==> src/rtl/seg7_pkg.sv <==
// Shared seven-segment definitions: hex decode table, segment constants and
// an index-width helper.
package seg7_pkg;

  localparam logic [6:0] SEG_BLANK = 7'b0000000;
  localparam logic [6:0] SEG_MINUS = 7'b0000001;

  // Bits needed to index `value` items; never less than one.
  function automatic int unsigned clog2(input int unsigned value);
    int unsigned w;
    w = 0;
    while ((64'd1 << w) < 64'(value)) w++;
    return (w == 0) ? 1 : w;
  endfunction

  // Active-high abcdefg pattern, bit 6 = a; b and d are lowercase.
  function automatic logic [6:0] hex_to_seg(input logic [3:0] nibble);
    logic [6:0] seg;
    case (nibble)
      4'h0: seg = 7'b1111110;
      4'h1: seg = 7'b0110000;
      4'h2: seg = 7'b1101101;
      4'h3: seg = 7'b1111001;
      4'h4: seg = 7'b0110011;
      4'h5: seg = 7'b1011011;
      4'h6: seg = 7'b1011111;
      4'h7: seg = 7'b1110000;
      4'h8: seg = 7'b1111111;
      4'h9: seg = 7'b1111011;
      4'hA: seg = 7'b1110111;
      4'hB: seg = 7'b0011111;
      4'hC: seg = 7'b1001110;
      4'hD: seg = 7'b0111101;
      4'hE: seg = 7'b1001111;
      default: seg = 7'b1000111;
    endcase
    return seg;
  endfunction

endpackage

==> src/rtl/seg7_hex_decode.sv <==
// Combinational nibble to active-high seven-segment pattern.
module seg7_hex_decode
  import seg7_pkg::*;
(
  input  logic [3:0] nibble,
  output logic [6:0] seg_c
);

  always_comb seg_c = hex_to_seg(nibble);

endmodule

==> src/rtl/seg7_scan_ctrl.sv <==
// Multiplexed N-digit seven-segment scanner with frame-synchronous update,
// leading-zero suppression and PWM brightness.
module seg7_scan_ctrl
  import seg7_pkg::*;
#(
  parameter int unsigned N_DIGITS       = 8,
  parameter int unsigned DIV_W          = 16,
  parameter int unsigned BRIGHT_W       = 3,
  parameter int unsigned SEG_ACTIVE_LOW = 1,
  parameter int unsigned DIG_ACTIVE_LOW = 1
) (
  input  logic                  clk,
  input  logic                  rst,
  input  logic [4*N_DIGITS-1:0] num,
  input  logic [N_DIGITS-1:0]   dots,
  input  logic [N_DIGITS-1:0]   blank,
  input  logic                  lz_en,
  input  logic                  load,
  input  logic [BRIGHT_W-1:0]   brightness,
  output logic [6:0]            abcdefg,
  output logic                  dot,
  output logic [N_DIGITS-1:0]   anodes,
  output logic                  frame_done
);

  localparam int unsigned IDX_W = clog2(N_DIGITS);
  localparam int unsigned NUM_W = 4 * N_DIGITS;
  localparam logic [6:0]          SEG_OFF  = (SEG_ACTIVE_LOW != 0) ? 7'h7F : 7'h00;
  localparam logic                DOT_OFF  = (SEG_ACTIVE_LOW != 0);
  localparam logic [N_DIGITS-1:0] DIG_OFF  = (DIG_ACTIVE_LOW != 0) ? {N_DIGITS{1'b1}} : '0;
  localparam logic [N_DIGITS-1:0] DIG_ONE  = N_DIGITS'(1);

  logic [DIV_W-1:0]    div_q;
  logic [IDX_W-1:0]    idx_q;
  logic                tick;
  logic                boundary;

  logic [NUM_W-1:0]    sh_num, act_num;
  logic [N_DIGITS-1:0] sh_dots, act_dots;
  logic [N_DIGITS-1:0] sh_blank, act_blank;
  logic                sh_lz, act_lz;
  logic                pending;

  logic [N_DIGITS-1:0] supp;
  logic [3:0]          cur_nib;
  logic [6:0]          dec_seg;
  logic                lit;
  logic                dark;
  logic [6:0]          seg_c;
  logic                dot_c;
  logic [N_DIGITS-1:0] an_c;

  assign tick     = &div_q;
  assign boundary = tick && (idx_q == IDX_W'(N_DIGITS - 1));

  // Refresh divider and digit index.
  always_ff @(posedge clk or posedge rst) begin
    if (rst) begin
      div_q <= '0;
      idx_q <= '0;
    end else begin
      div_q <= div_q + DIV_W'(1);
      if (tick) idx_q <= boundary ? '0 : idx_q + IDX_W'(1);
    end
  end

  // Shadow captures loads; active only changes at the frame boundary.
  always_ff @(posedge clk or posedge rst) begin
    if (rst) begin
      sh_num    <= '0;
      sh_dots   <= '0;
      sh_blank  <= '0;
      sh_lz     <= 1'b0;
      act_num   <= '0;
      act_dots  <= '0;
      act_blank <= '0;
      act_lz    <= 1'b0;
      pending   <= 1'b0;
    end else if (load && boundary) begin
      sh_num    <= num;
      sh_dots   <= dots;
      sh_blank  <= blank;
      sh_lz     <= lz_en;
      act_num   <= num;
      act_dots  <= dots;
      act_blank <= blank;
      act_lz    <= lz_en;
      pending   <= 1'b0;
    end else begin
      if (load) begin
        sh_num   <= num;
        sh_dots  <= dots;
        sh_blank <= blank;
        sh_lz    <= lz_en;
        pending  <= 1'b1;
      end
      if (boundary && pending) begin
        act_num   <= sh_num;
        act_dots  <= sh_dots;
        act_blank <= sh_blank;
        act_lz    <= sh_lz;
        pending   <= 1'b0;
      end
    end
  end

  // A digit is suppressed when it and every higher nibble are zero.
  always_comb begin : lz_mask
    logic zero_run;
    zero_run = 1'b1;
    supp     = '0;
    for (int i = int'(N_DIGITS) - 1; i > 0; i--) begin
      zero_run = zero_run & (act_num[4*i +: 4] == 4'h0);
      supp[i]  = act_lz & zero_run;
    end
  end

  assign cur_nib = act_num[{idx_q, 2'b00} +: 4];

  seg7_hex_decode u_dec (
    .nibble (cur_nib),
    .seg_c  (dec_seg)
  );

  always_comb begin
    lit   = (div_q[DIV_W-1 -: BRIGHT_W] <= brightness);
    dark  = act_blank[idx_q] | supp[idx_q];
    seg_c = (lit && !dark) ? dec_seg : SEG_BLANK;
    dot_c = lit && !dark && act_dots[idx_q];
    an_c  = lit ? (DIG_ONE << idx_q) : '0;
  end

  // Pin register: polarity applied here so reset sits at the inactive level.
  always_ff @(posedge clk or posedge rst) begin
    if (rst) begin
      abcdefg    <= SEG_OFF;
      dot        <= DOT_OFF;
      anodes     <= DIG_OFF;
      frame_done <= 1'b0;
    end else begin
      abcdefg    <= seg_c ^ SEG_OFF;
      dot        <= dot_c ^ DOT_OFF;
      anodes     <= an_c ^ DIG_OFF;
      frame_done <= boundary;
    end
  end

endmodule

==> config.mk <==
export PLATFORM = sky130hd
export DESIGN_NAME = seg7_scan_ctrl
export DESIGN_NICKNAME = d
export VERILOG_FILES = /design/src/rtl/seg7_pkg.sv /design/src/rtl/seg7_hex_decode.sv /design/src/rtl/seg7_scan_ctrl.sv
export SDC_FILE = /design/constraint.sdc
export NUM_CORES = 1
export LEC_CHECK = 0
export CORE_ASPECT_RATIO = 2
export CORE_MARGIN = 2
export CORE_UTILIZATION = 52
export DETAILED_ROUTE_END_ITERATION = 8
export PLACE_DENSITY = 0.75
export SLEW_MARGIN = 10
export SYNTH_ARGS = -nofsm -noshare
export SYNTH_HDL_FRONTEND = slang
export SYNTH_SLANG_ARGS = --single-unit
==> constraint.sdc <==
create_clock -name clk -period 12.3 [get_ports clk]
set_input_delay 2.46 -clock clk [delete_from_list [all_inputs] [get_ports clk]]
set_output_delay 2.46 -clock clk [all_outputs]
set_load 0.01 [all_outputs]
== Word level (Yosys, flattened, before mapping) ==
Memories as Yosys holds them, arrays and structs flattened.
Index checks and enable logic that the tools add are counted.
Widths: inputs -> output; s select.
Word-level totals
  memory bits (read-only): 112
  memories: 1
  input bits: 55
  word-level logic and storage cells: 85
  memory bits (writable): 0
  bits in registers: 135
  latch bits: 0
  output and inout bits: 17
Memory list
  (no name shown): depth 16, width 7, read ports 1, clocked after memory_dff 0, wr ports 0, RTL line seg7_pkg.sv:19  | case (nibble)
Operators by class
  reductions and logical operators: 17
  bitwise logic cells: 17
  equal/unequal tests: 1
  div/mod/pow operators: 0
  $mul: 0
  add/sub/neg operators: 2
  shift-type cells: 2
  $lt $le $gt $ge: 2
  multiplexer cells: 28
Operators by type and width (number)
  $mux 32: 4
  $mux 8: 9
  $shiftx 32x6->4: 1
  $logic_not 4->1: 7
  $add 16x1->16 const B: 1
  $reduce_and 16->1: 1
  $and 1x1->1: 13
  $mux 1: 10
  $bmux 1 s3: 3
  $not 8->8: 1
  $shl 1x3->8 const A: 1
  $mux 7: 1
  $not 7->7: 1
  $logic_and 1x1->1: 5
  $lt 3x4->1 const B: 1
  $reduce_bool 2->1: 2
  $add 3x1->3 const B: 1
  $eq 3x3->1 const B: 1
  $le 3x3->1: 1
  $mux 3: 1
  $reduce_bool 3->1: 1
  $logic_not 1->1: 1
  $not 1->1: 1
  $or 1x1->1: 1

== Logic depth before layout (Yosys ltp) ==
Gate-level depths: netlist (run 1).
  depth in word-level cells: 15
  gate-level depth with buffers: 10

== Cells and area by module ==
A second synthesis (run 1) with hierarchy kept.
Unflattened totals
  cell total of the unflattened synthesis: 547
  area total of the unflattened synthesis: 6292.3 um^2
Modules (own cells, without submodules)
  seg7_scan_ctrl: cells an instance 514, area an instance 6004.5 um^2, instances 1, seq. area each 3398.3 um^2
  seg7_hex_decode: cells an instance 33, area an instance 287.8 um^2, instances 1, seq. area each 0.0 um^2

== Worst setup path before layout (run 1) ==
No wires, ideal clock.
  path kind: input to register
  start: input brightness[1]
  end: register abcdefg[0]
  library setup time: 100 ps
  buffers on the path: 0
  arrival: 3841 ps
  stages on the path: 8
  setup slack: 8359 ps
  cells stage by stage: inv_1 ha_1 nor2b_1 o21a_1 o21ai_0 nand3_1 nor2_2 o221ai_1
Between the ends
  cells in the longest elaborated chain, start to end: 4
RTL lines
  from (decl): RTL line seg7_scan_ctrl.sv:19  | input logic [BRIGHT_W-1:0] brightness,
  $le 3x3->1: RTL line seg7_scan_ctrl.sv:126  | lit = (div_q[DIV_W-1 -: BRIGHT_W] <= brightness);
  $logic_and 1x1->1: RTL line seg7_scan_ctrl.sv:128  | seg_c = (lit && !dark) ? dec_seg : SEG_BLANK;
  $mux 7: RTL line seg7_scan_ctrl.sv:128
  $not 7->7 (no source line)
  to (signal assigned): RTL line seg7_scan_ctrl.sv:141  | abcdefg <= seg_c ^ SEG_OFF;
  to (decl): RTL line seg7_scan_ctrl.sv:20  | output logic [6:0] abcdefg,
Every way passes these cells.
A chain may end at the register's enable or synchronous reset.

== Worst setup path after layout (run 1) ==
Ends and elaborated chain as after synthesis.

==> metrics, run 1 <==
FMAX=~0.23 GHz; FF+latch count, synth=between 100 and 150; vias in the first global route=between 4000 and 5000; initial core utilization=~53%; Syn Std Cell Area=roughly 6300 µm²; worst slack at placement=7.595 ns; drt first pass iters=4; final RePlAce weighted congestion=about 0.84; Ports=72; sequential area share after synthesis=between 50% and 60%; Vias=4632; clock sink total=~140; commonest non-fill, non-tap cell in the layout=dfrtp_1; RSZ-0062 raised after global routing=no; synth-to-layout area growth=19.91%; Post-synth EDFFs=0; status=complete, no violations; Cell Area, Placed=a little over 7000 µm²; DRC violations left=0; Final Max Slew Viols=0; Synth area leader=dfrtp_1; share of cells above drive strength 1=19.11%; r2r endpoint=act_num[30]; Initial DRC Count=321; antenna cells=0; P_leak=about 3.2 nW; most frequent cells in the layout=dfrtp_1 (119), clkdlybuf4s50_1 (70), o22ai_1 (65); Worst Hold Slack=around 0.44 ns; hold path endpoint=div_q[0]; die width=between 80 and 90 µm; fill cell count=about 960; Max FO, Critical Path=8; Final Power=between 1 and 1.5 mW; top cell type's share of synthesized area=approximately 47%; Final nets=roughly 690; CTS Buf Count=17; final hold vios=0; Buffers on Ports=71; max-cap violations=0; ranking of synthesized cells by area=dfrtp_1 (47%), mux2_2 (8.2%), dfstp_2 (6.6%); fin area=between 7000 and 8000 µm²; clk_lat worst skew=between 0.4 and 0.5 ns; endpoint class of the critical path=register; CTS hold repair buffers=0; Peak supply drop=104.5 µV; first-pass GRT wire length=between 20000 and 25000 µm; crit start category=primary input; WL per Instance=between 15 and 20 µm; Worst-path clk slew=~0.06 ns; Hold Crit Class=reg -> reg; Avg Inst Size Synth=11.36 µm²; Syn. warnings=0; fin crit period=~4.3 ns; Setup TNS=0 ns; total track usage=between 20 and 25%; pin count of the biggest net entering global routing=77; CTS root buffer=clkbuf_16; Vias per Instance=approximately 6.0; Core ar.=about 12000 µm²; worst slew pin tran=roughly 1.0 ns; Cells on Worst Hold Path=1; H-tree Lvls=4; HPWL Detailed=between 8000 and 9000 µm; R2R depth=5; GR Overflow Total=0; Netlist cell types=47; pwr dens=around 130 nW/µm²; HP Start=div_q[0]; final setup fails=0; drt total wl=roughly 14000 µm; reg2reg setup slack=~9.3 ns; worst rel slew slack=33.58%; # rows=between 50 and 60; worst endpoint data arrival time=roughly 4.6 ns; final setup margin=8.017 ns; Post-synth top flop=dfrtp_1; skew final=~0.0074 ns; DIE HEIGHT=approximately 160 µm; syn_nets=approximately 630; CP required=around 13 ns; async set-or-reset flop fraction in the synthesized netlist=100.0%; Mapped Cells=~560; CTS tree=yes; kind of critical path=in -> reg; setup bufs post-CTS=0; antenna violations before repair=0; post-CTS sizing=0; Final Cycle Share=a little over a third; Critical R2R Launch=idx_q[1]; clock tree buffer depth=2; antenna viol nets, final=0; Die Area=~13000 µm²
layout make-up:
| cell class | count | area [µm²] | area share (%) |
|---|---|---|---|
| sequential | 135 | 3398 | 44.78 |
| multi-input combinational | 366 | 2643 | 34.82 |
| timing repair buffer | 77 | 750.7 | 9.893 |
| clock buffer | 17 | 425.4 | 5.606 |
| tap | 147 | 183.9 | 2.424 |
| clock inverter | 13 | 110.1 | 1.451 |
| inverter | 20 | 77.57 | 1.022 |
per-layer routing:
layer  up-vias  routed length [µm]  share of wire (%)  GRT usage (%)
met2       138                7362                 53          37.47
met5         -                   0                  0              0
met3        39                 668                4.8          5.424
met1      2303                5532                 40          29.50
met4         0                 422                3.0          9.545
li1       2152                   -                  -              -
report_power, final:
group          switching (mW)  leakage (nW)  internal [mW]
Combinational          0.0391          1.30         0.0449
Sequential             0.0103          1.65          0.468
Clock                   0.186         0.253          0.274
Total                   0.235          3.21          0.786
how the worst max path moves through the flow:
stage,from,to,slack [ns],cells after the start
floorplan,rst,act_blank[0],6.26,1
global placement,brightness[1],abcdefg[1],7.66,9
detailed placement,brightness[1],abcdefg[0],7.59,9
CTS,brightness[1],abcdefg[0],7.99,9
global route,brightness[1],abcdefg[0],7.85,9
finish,brightness[1],abcdefg[0],8.02,9
state kept, by name (all words and copies together) (netlist names), 8 cells and up:
signal,flops
act_blank,8
sh_dots,8
anodes,8
sh_blank,8
sh_num,32
act_dots,8
act_num,32
div_q,16
per-stage QoR:
stage               std cells  util [%]
detailed placement        745     58.87
floorplan                 557         -
CTS                       775     63.34
global route              775     63.34
finish                    775     63.34
global placement          745     58.87
critical path: stages:
cell,delay (ns)
clkdlybuf4s50_1,0.45
inv_1,0.04
ha_1,0.29
nor2b_1,0.14
o21a_1,0.15
o21ai_0,0.38
nand3_1,0.17
nor2_2,0.31
o221ai_1,0.18
Yosys cell counts (3+ instances only):
library cell / number
o21ai_0: 23
buf_4: 7
dfstp_2: 16
mux2i_1: 7
xnor2_1: 9
buf_6: 6
nand3b_1: 4
nand2b_1: 3
nand2_1: 41
nor4_1: 6
mux2_2: 46
o211ai_1: 4
dfrtp_1: 119
ha_1: 16
o221ai_1: 3
mux4_2: 10
a21oi_1: 49
and2_1: 4
o22ai_1: 65
nor2_1: 28
clkbuf_1: 18
buf_2: 5
xor2_1: 5
nand3_1: 16
inv_1: 18
cell families (layout without fill, tap and decap cells):
group	after synthesis	after routing	synth area share (%)
adders and majority gates	16	16	3.163
DFF	135	135	53.70
AOI/OAI and AO/OA	153	153	14.14
xor gates and xnor gates	14	14	1.938
and+or+nand+nor	119	119	9.312
muxes	64	64	13.21
buffers and inverters	56	127	4.547
Note: power is estimated with default switching activity, not from simulation.
==> run 2, diff against run 1 <==
--- a/config.mk
+++ b/config.mk
@@ -7,9 +7,9 @@
 export LEC_CHECK = 0
 export CORE_ASPECT_RATIO = 2
 export CORE_MARGIN = 2
-export CORE_UTILIZATION = 52
+export CORE_UTILIZATION = 51
 export DETAILED_ROUTE_END_ITERATION = 8
-export PLACE_DENSITY = 0.75
+export PLACE_DENSITY = 0.76
 export SLEW_MARGIN = 10
 export SYNTH_ARGS = -nofsm -noshare
 export SYNTH_HDL_FRONTEND = slang
==> constraint.sdc (replaced) <==
create_clock -name clk -period 3.5 [get_ports clk]
set_input_delay 0.7 -clock clk [delete_from_list [all_inputs] [get_ports clk]]
set_output_delay 0.7 -clock clk [all_outputs]
set_load 0.01 [all_outputs]
==> metrics, run 2 (synthesis gave the netlist of run 1 again) <==
status=complete, no violations; H-tree Lvls=4 (unchanged); final hold vios=0 (unchanged); CTS root buffer=clkbuf_16; antenna violations before repair=0 (unchanged); biggest regs=act_num: 32 flops, sh_num: 32 flops, div_q: 16 flops; Buffers on Ports=71 (unchanged); pwr dens=481.6 nW/µm² (+260%); Vias per Instance=6.059 (+1.4%); Vias=4750 (+2.5%); Setup TNS=0 ns (unchanged); Core ar.=12120 µm² (+1.2%); first-pass GRT wire length=24650 µm (+5.0%); RSZ-0062 raised after global routing=no; die width=82.77 µm (+0.93%); final non-filler cell total=784 (+1.2%); post-CTS sizing=0 (unchanged); pin count of the biggest net entering global routing=84 (+9.1%); Ports=72 (unchanged); synth-to-layout area growth=21.89%; Final Max Slew Viols=0 (unchanged); Final Cycle Share=between 70% and 80%; worst rel slew slack=62.96% (+29 points); Max FO, Critical Path=8 (unchanged); final setup margin=0.8781 ns (-7.138 ns); drt first pass iters=4 (unchanged); worst slew pin tran=0.5498 ns (-0.4464 ns); crit-path cells=clkdlybuf4s50_1 > inv_1 > ha_1 > nor2b_1 > o21a_1 > o21ai_0 > nand3_1 > nor2_2 > o221ai_1; share of cells above drive strength 1=20.25% (+1.1 points); Critical-path top delay cell=clkdlybuf4s50_1; drt total wl=14910 µm (+6.6%); final RePlAce weighted congestion=0.9331 (+12%); Final nets=695 (+1.0%); final setup fails=0 (unchanged); WL per Instance=19.02 µm (+5.4%); metal2 WL=8396 µm (+14%); Die Area=13370 µm² (+1.9%); clk_lat worst skew=0.42 ns (about the same); DR top layer=met4; initial core utilization=52.20% (-0.62 points); most frequent cells in the layout=dfrtp_1 (119), clkdlybuf4s50_1 (70), o22ai_1 (65); GR Overflow Total=0 (unchanged); P_leak=3.273 nW (+2.0%); Hold Crit Class=reg -> reg; kind of critical path=in -> reg; fin crit period=around 2.6 ns; vias in the first global route=5142 (+6.9%); CTS tree=yes; antenna cells=0 (unchanged); Peak supply drop=375.5 µV (+260%); setup bufs post-CTS=0 (unchanged); DRC violations left=0 (unchanged); FMAX=0.3814 GHz; commonest non-fill, non-tap cell in the layout=dfrtp_1; skew final=0.007384 ns (+0.00001560 ns); HPWL Detailed=10280 µm (+15%); Max stage delay on crit path=0.45 ns (about the same); antenna viol nets, final=0 (unchanged); max-cap violations=0 (unchanged); wire length on met1=5402 µm (-2.3%); clock sink total=135 (unchanged); routed wl met3=598 µm (-10%); crit start category=primary input; cell total after placement=752 (+0.94%); Initial DRC Count=331 (+3.1%); total track usage=24.33% (+1.1 points); DIE HEIGHT=161.5 µm (+0.95%); endpoint class of the critical path=register; CTS hold repair buffers=0 (unchanged); CP required=3.82 ns (-8.78 ns); worst endpoint data arrival time=2.94 ns (-1.64 ns); CTS Buf Count=17 (unchanged); worst slack at placement=0.4749 ns (-7.120 ns); # rows=57 (unchanged); Worst-path clk slew=0.06 ns (about the same); clock tree buffer depth=2 (unchanged)
==> run 2: cell types whose count changed in the layout (fill, tap and decap cells not counted), sizes merged <==
cell and delta:
buf +7, inv +3, clkbuf +1, clkinv -1
clkinvlp -1
==> run 2: area by class of cell <==
cell class | count | area, µm²
clock buffers | 18 | 439.2
fillers | 963 | 4410
well taps | 147 | 183.9
repair buffers | 84 | 828.3
multi-input cells | 366 | 2643
inverters | 20 | 78.83
clock inverters | 14 | 142.6
flip-flops and latches | 135 | 3398
==> run 2: metrics by stage <==
stage	cell area, µm²	utilization, %	hold WS (ns)	power, mW
finish	7714	63.62	0.4505	3.715
global route	7714	63.62	0.4790	3.840
CTS	7714	63.62	0.4513	3.734
detailed placement	7132	58.82	0.4417	2.019
global placement	7132	58.82	0.4280	2.002
floorplan	6332	-	0.4150	1.873
==> run 2: where the power goes <==
group	leakage, nW	switching, mW	internal [mW]
logic	1.34	0.144	0.163
clock network	0.276	0.710	1.01
registers	1.65	0.0405	1.64
==> run 2: worst max-delay path, delay by kind of cell <==
kind            cells  cell delay, ns
compound gates      3            0.80
fa+ha+maj           1            0.29
simple gates        3            0.66
buf+inv             2            0.49
==> run 2: path summary, 6_finish.rpt <==
path | start | to | slack (ns) | cells past startpoint
max in group asynchronous | rst | anodes[7] | 2.36 | 3
setup / recovery | brightness[1] | abcdefg[5] | 0.88 | 9
hold reg to reg | div_q[0] | div_q[0] | 0.45 | 1
min in group asynchronous | rst | act_num[11] | 0.75 | 3
setup reg to reg | idx_q[1] | abcdefg[3] | 1.01 | 8
hold / removal | div_q[0] | div_q[0] | 0.45 | 1
==> run 2: per-layer routing <==
metal / vias to the layer above / GRT usage [%]
met2: 146 / 42.85
met5: - / 0
met1: 2396 / 26.88
li1: 2172 / -
met4: 0 / 11.70
met3: 36 / 5.140
==> run 3, diff against run 2 <==
--- a/config.mk
+++ b/config.mk
@@ -7,9 +7,9 @@
 export LEC_CHECK = 0
 export CORE_ASPECT_RATIO = 2
 export CORE_MARGIN = 2
-export CORE_UTILIZATION = 51
+export CORE_UTILIZATION = 52
 export DETAILED_ROUTE_END_ITERATION = 8
-export PLACE_DENSITY = 0.76
+export PLACE_DENSITY = 0.75
 export SLEW_MARGIN = 10
 export SYNTH_ARGS = -nofsm -noshare
 export SYNTH_HDL_FRONTEND = slang
==> constraint.sdc (replaced) <==
create_clock -name clk -period 2.75 [get_ports clk]
set_input_delay 0.55 -clock clk [delete_from_list [all_inputs] [get_ports clk]]
set_output_delay 0.55 -clock clk [all_outputs]
set_load 0.01 [all_outputs]
==> metrics, run 3 (synthesis gave the netlist of run 1 again) <==
antenna cells=0 (unchanged); drt first pass iters=5 (+1); WP buf/inv=1 (-1); RSZ-0062 raised after global routing=no; fin crit period=approximately 2.3 ns; die width=82.01 µm (-0.92%); CP required=3.03 ns (-0.79 ns); DIE HEIGHT=160.0 µm (-0.94%); Logic pwr share=7.6% (-0.7 points); worst slew pin tran=0.7500 ns (+0.2001 ns); synth-to-layout area growth=22.93%; post-CTS sizing=0 (unchanged); CTS root buffer=clkbuf_16; status=complete, no violations; vias in the first global route=4805 (-6.6%); clock sink total=135 (unchanged); Final Cycle Share=82.28%; Final nets=697 (+0.29%); final hold vios=0 (unchanged); FMAX=roughly 0.44 GHz; total track usage=23.47% (-0.87 points); DRC violations left=0 (unchanged); skew final=0.01475 ns (+0.007368 ns); Die Area=13120 µm² (-1.9%); initial core utilization=52.82% (+0.62 points); WL per Instance=17.95 µm (-5.6%); # rows=57 (unchanged); Final Power=5.004 mW (+35%); clock network fraction of total power=49.5% (+3.1 points); Core ar.=11980 µm² (-1.2%); Setup TNS=0 ns (unchanged); Switch Pwr=1.072 mW (+20%); antenna viol nets, final=0 (unchanged); CTS hold repair buffers=0 (unchanged); worst rel slew slack=50.00% (-13 points); Critical-path top delay cell=dfrtp_1; Peak supply drop=571.9 µV (+52%); biggest regs=act_num: 32 flops, sh_num: 32 flops, div_q: 16 flops; Worst-path clk slew=0.06 ns (about the same); crit start category=register; CTS Buf Count=17 (unchanged); worst endpoint data arrival time=2.55 ns (-0.39 ns); CP delay by family, top=simple AND/OR/NAND/NOR gates; Vias per Instance=5.947 (-1.9%); fill cell count=930 (-3.4%); first-pass GRT wire length=23600 µm (-4.3%); setup bufs post-CTS=0 (unchanged); Vias=4674 (-1.6%); kind of critical path=reg -> reg; Hold Crit Class=reg -> reg; P_leak=3.317 nW (+1.3%); final setup fails=0 (unchanged); Max FO, Critical Path=11 (+3); Reg power frac=42.8% (-2.5 points); Sw Ratio=21.43% (-2.7 points); clk_lat worst skew=0.42 ns (about the same); Max stage delay on crit path=0.54 ns (+0.09 ns); GR Overflow Total=0 (unchanged); most used cell, CP=ha_1; CTS tree=yes; share of cells above drive strength 1=20.19% (-0.063 points); most frequent cells in the layout=dfrtp_1 (119), clkdlybuf4s50_1 (70), o22ai_1 (65); Buffers on Ports=71 (unchanged); final RePlAce weighted congestion=0.8316 (-11%); endpoint class of the critical path=register; Worst Hold Slack=0.4515 ns (+0.0009880 ns); antenna violations before repair=0 (unchanged); Ports=72 (unchanged); H-tree Lvls=4 (unchanged); crit-path cells=ha_1 > ha_1 > and4_1 > buf_4 > nand3b_1 > o21ai_0 > a21oi_1; Final Max Slew Viols=0 (unchanged); pwr dens=643.1 nW/µm² (+34%); Initial DRC Count=294 (-11%); drt total wl=14110 µm (-5.4%); pin count of the biggest net entering global routing=136 (+62%); max-cap violations=0 (unchanged); Power Internal=3.931 mW (+39%); commonest non-fill, non-tap cell in the layout=dfrtp_1; HPWL Detailed=9401 µm (-8.5%); clock tree buffer depth=2 (unchanged)
## run 3: power by group through the flow
stage                     combinational [mW]  sequential [mW]  clock, mW
after global placement                 0.376             2.17          0
after CTS                              0.388             2.14       2.51
after detailed placement               0.385             2.17          0
after global routing                   0.424             2.15       2.60
after floorplan                        0.220             2.16          0
final                                  0.383             2.14       2.48
## run 3: routing by layer
layer	vias up	share of wire (%)	GRT usage [%]
met5	-	0	0
met4	0	2.5	9.470
met3	29	4.2	4.972
met2	134	53	38.51
met1	2343	41	29.70
li1	2168	-	-
## run 3: per-stage QoR
stage               util (%)  setup WS, ns  cells  cell area [µm²]
finish                 64.93        0.4872    786             7780
global placement       59.54        0.2118    754             7134
global route           64.93        0.3566    786             7780
floorplan                  -        0.5339    557             6332
detailed placement     59.54        0.1479    754             7134
CTS                    64.93        0.5120    786             7780
## run 3: worst paths after layout
path | start | to | slack (ns) | cells after the start
max in group asynchronous | rst | act_num[2] | 1.51 | 3
hold reg to reg | div_q[0] | div_q[0] | 0.45 | 1
setup reg to reg | idx_q[0] | act_lz | 0.49 | 7
hold / removal | div_q[0] | div_q[0] | 0.45 | 1
setup / recovery | idx_q[0] | act_lz | 0.49 | 7
min in group asynchronous | rst | div_q[5] | 0.63 | 3
## run 3: final cells by class
type	count	area (µm²)	share of cell area (%)
clock inverter	12	198.9	2.557
timing repair buffer	86	830.8	10.68
multi-input combinational	366	2643	33.97
inverter	20	78.83	1.013
sequential	135	3398	43.68
clock buffer	20	446.7	5.741
tap	147	183.9	2.364
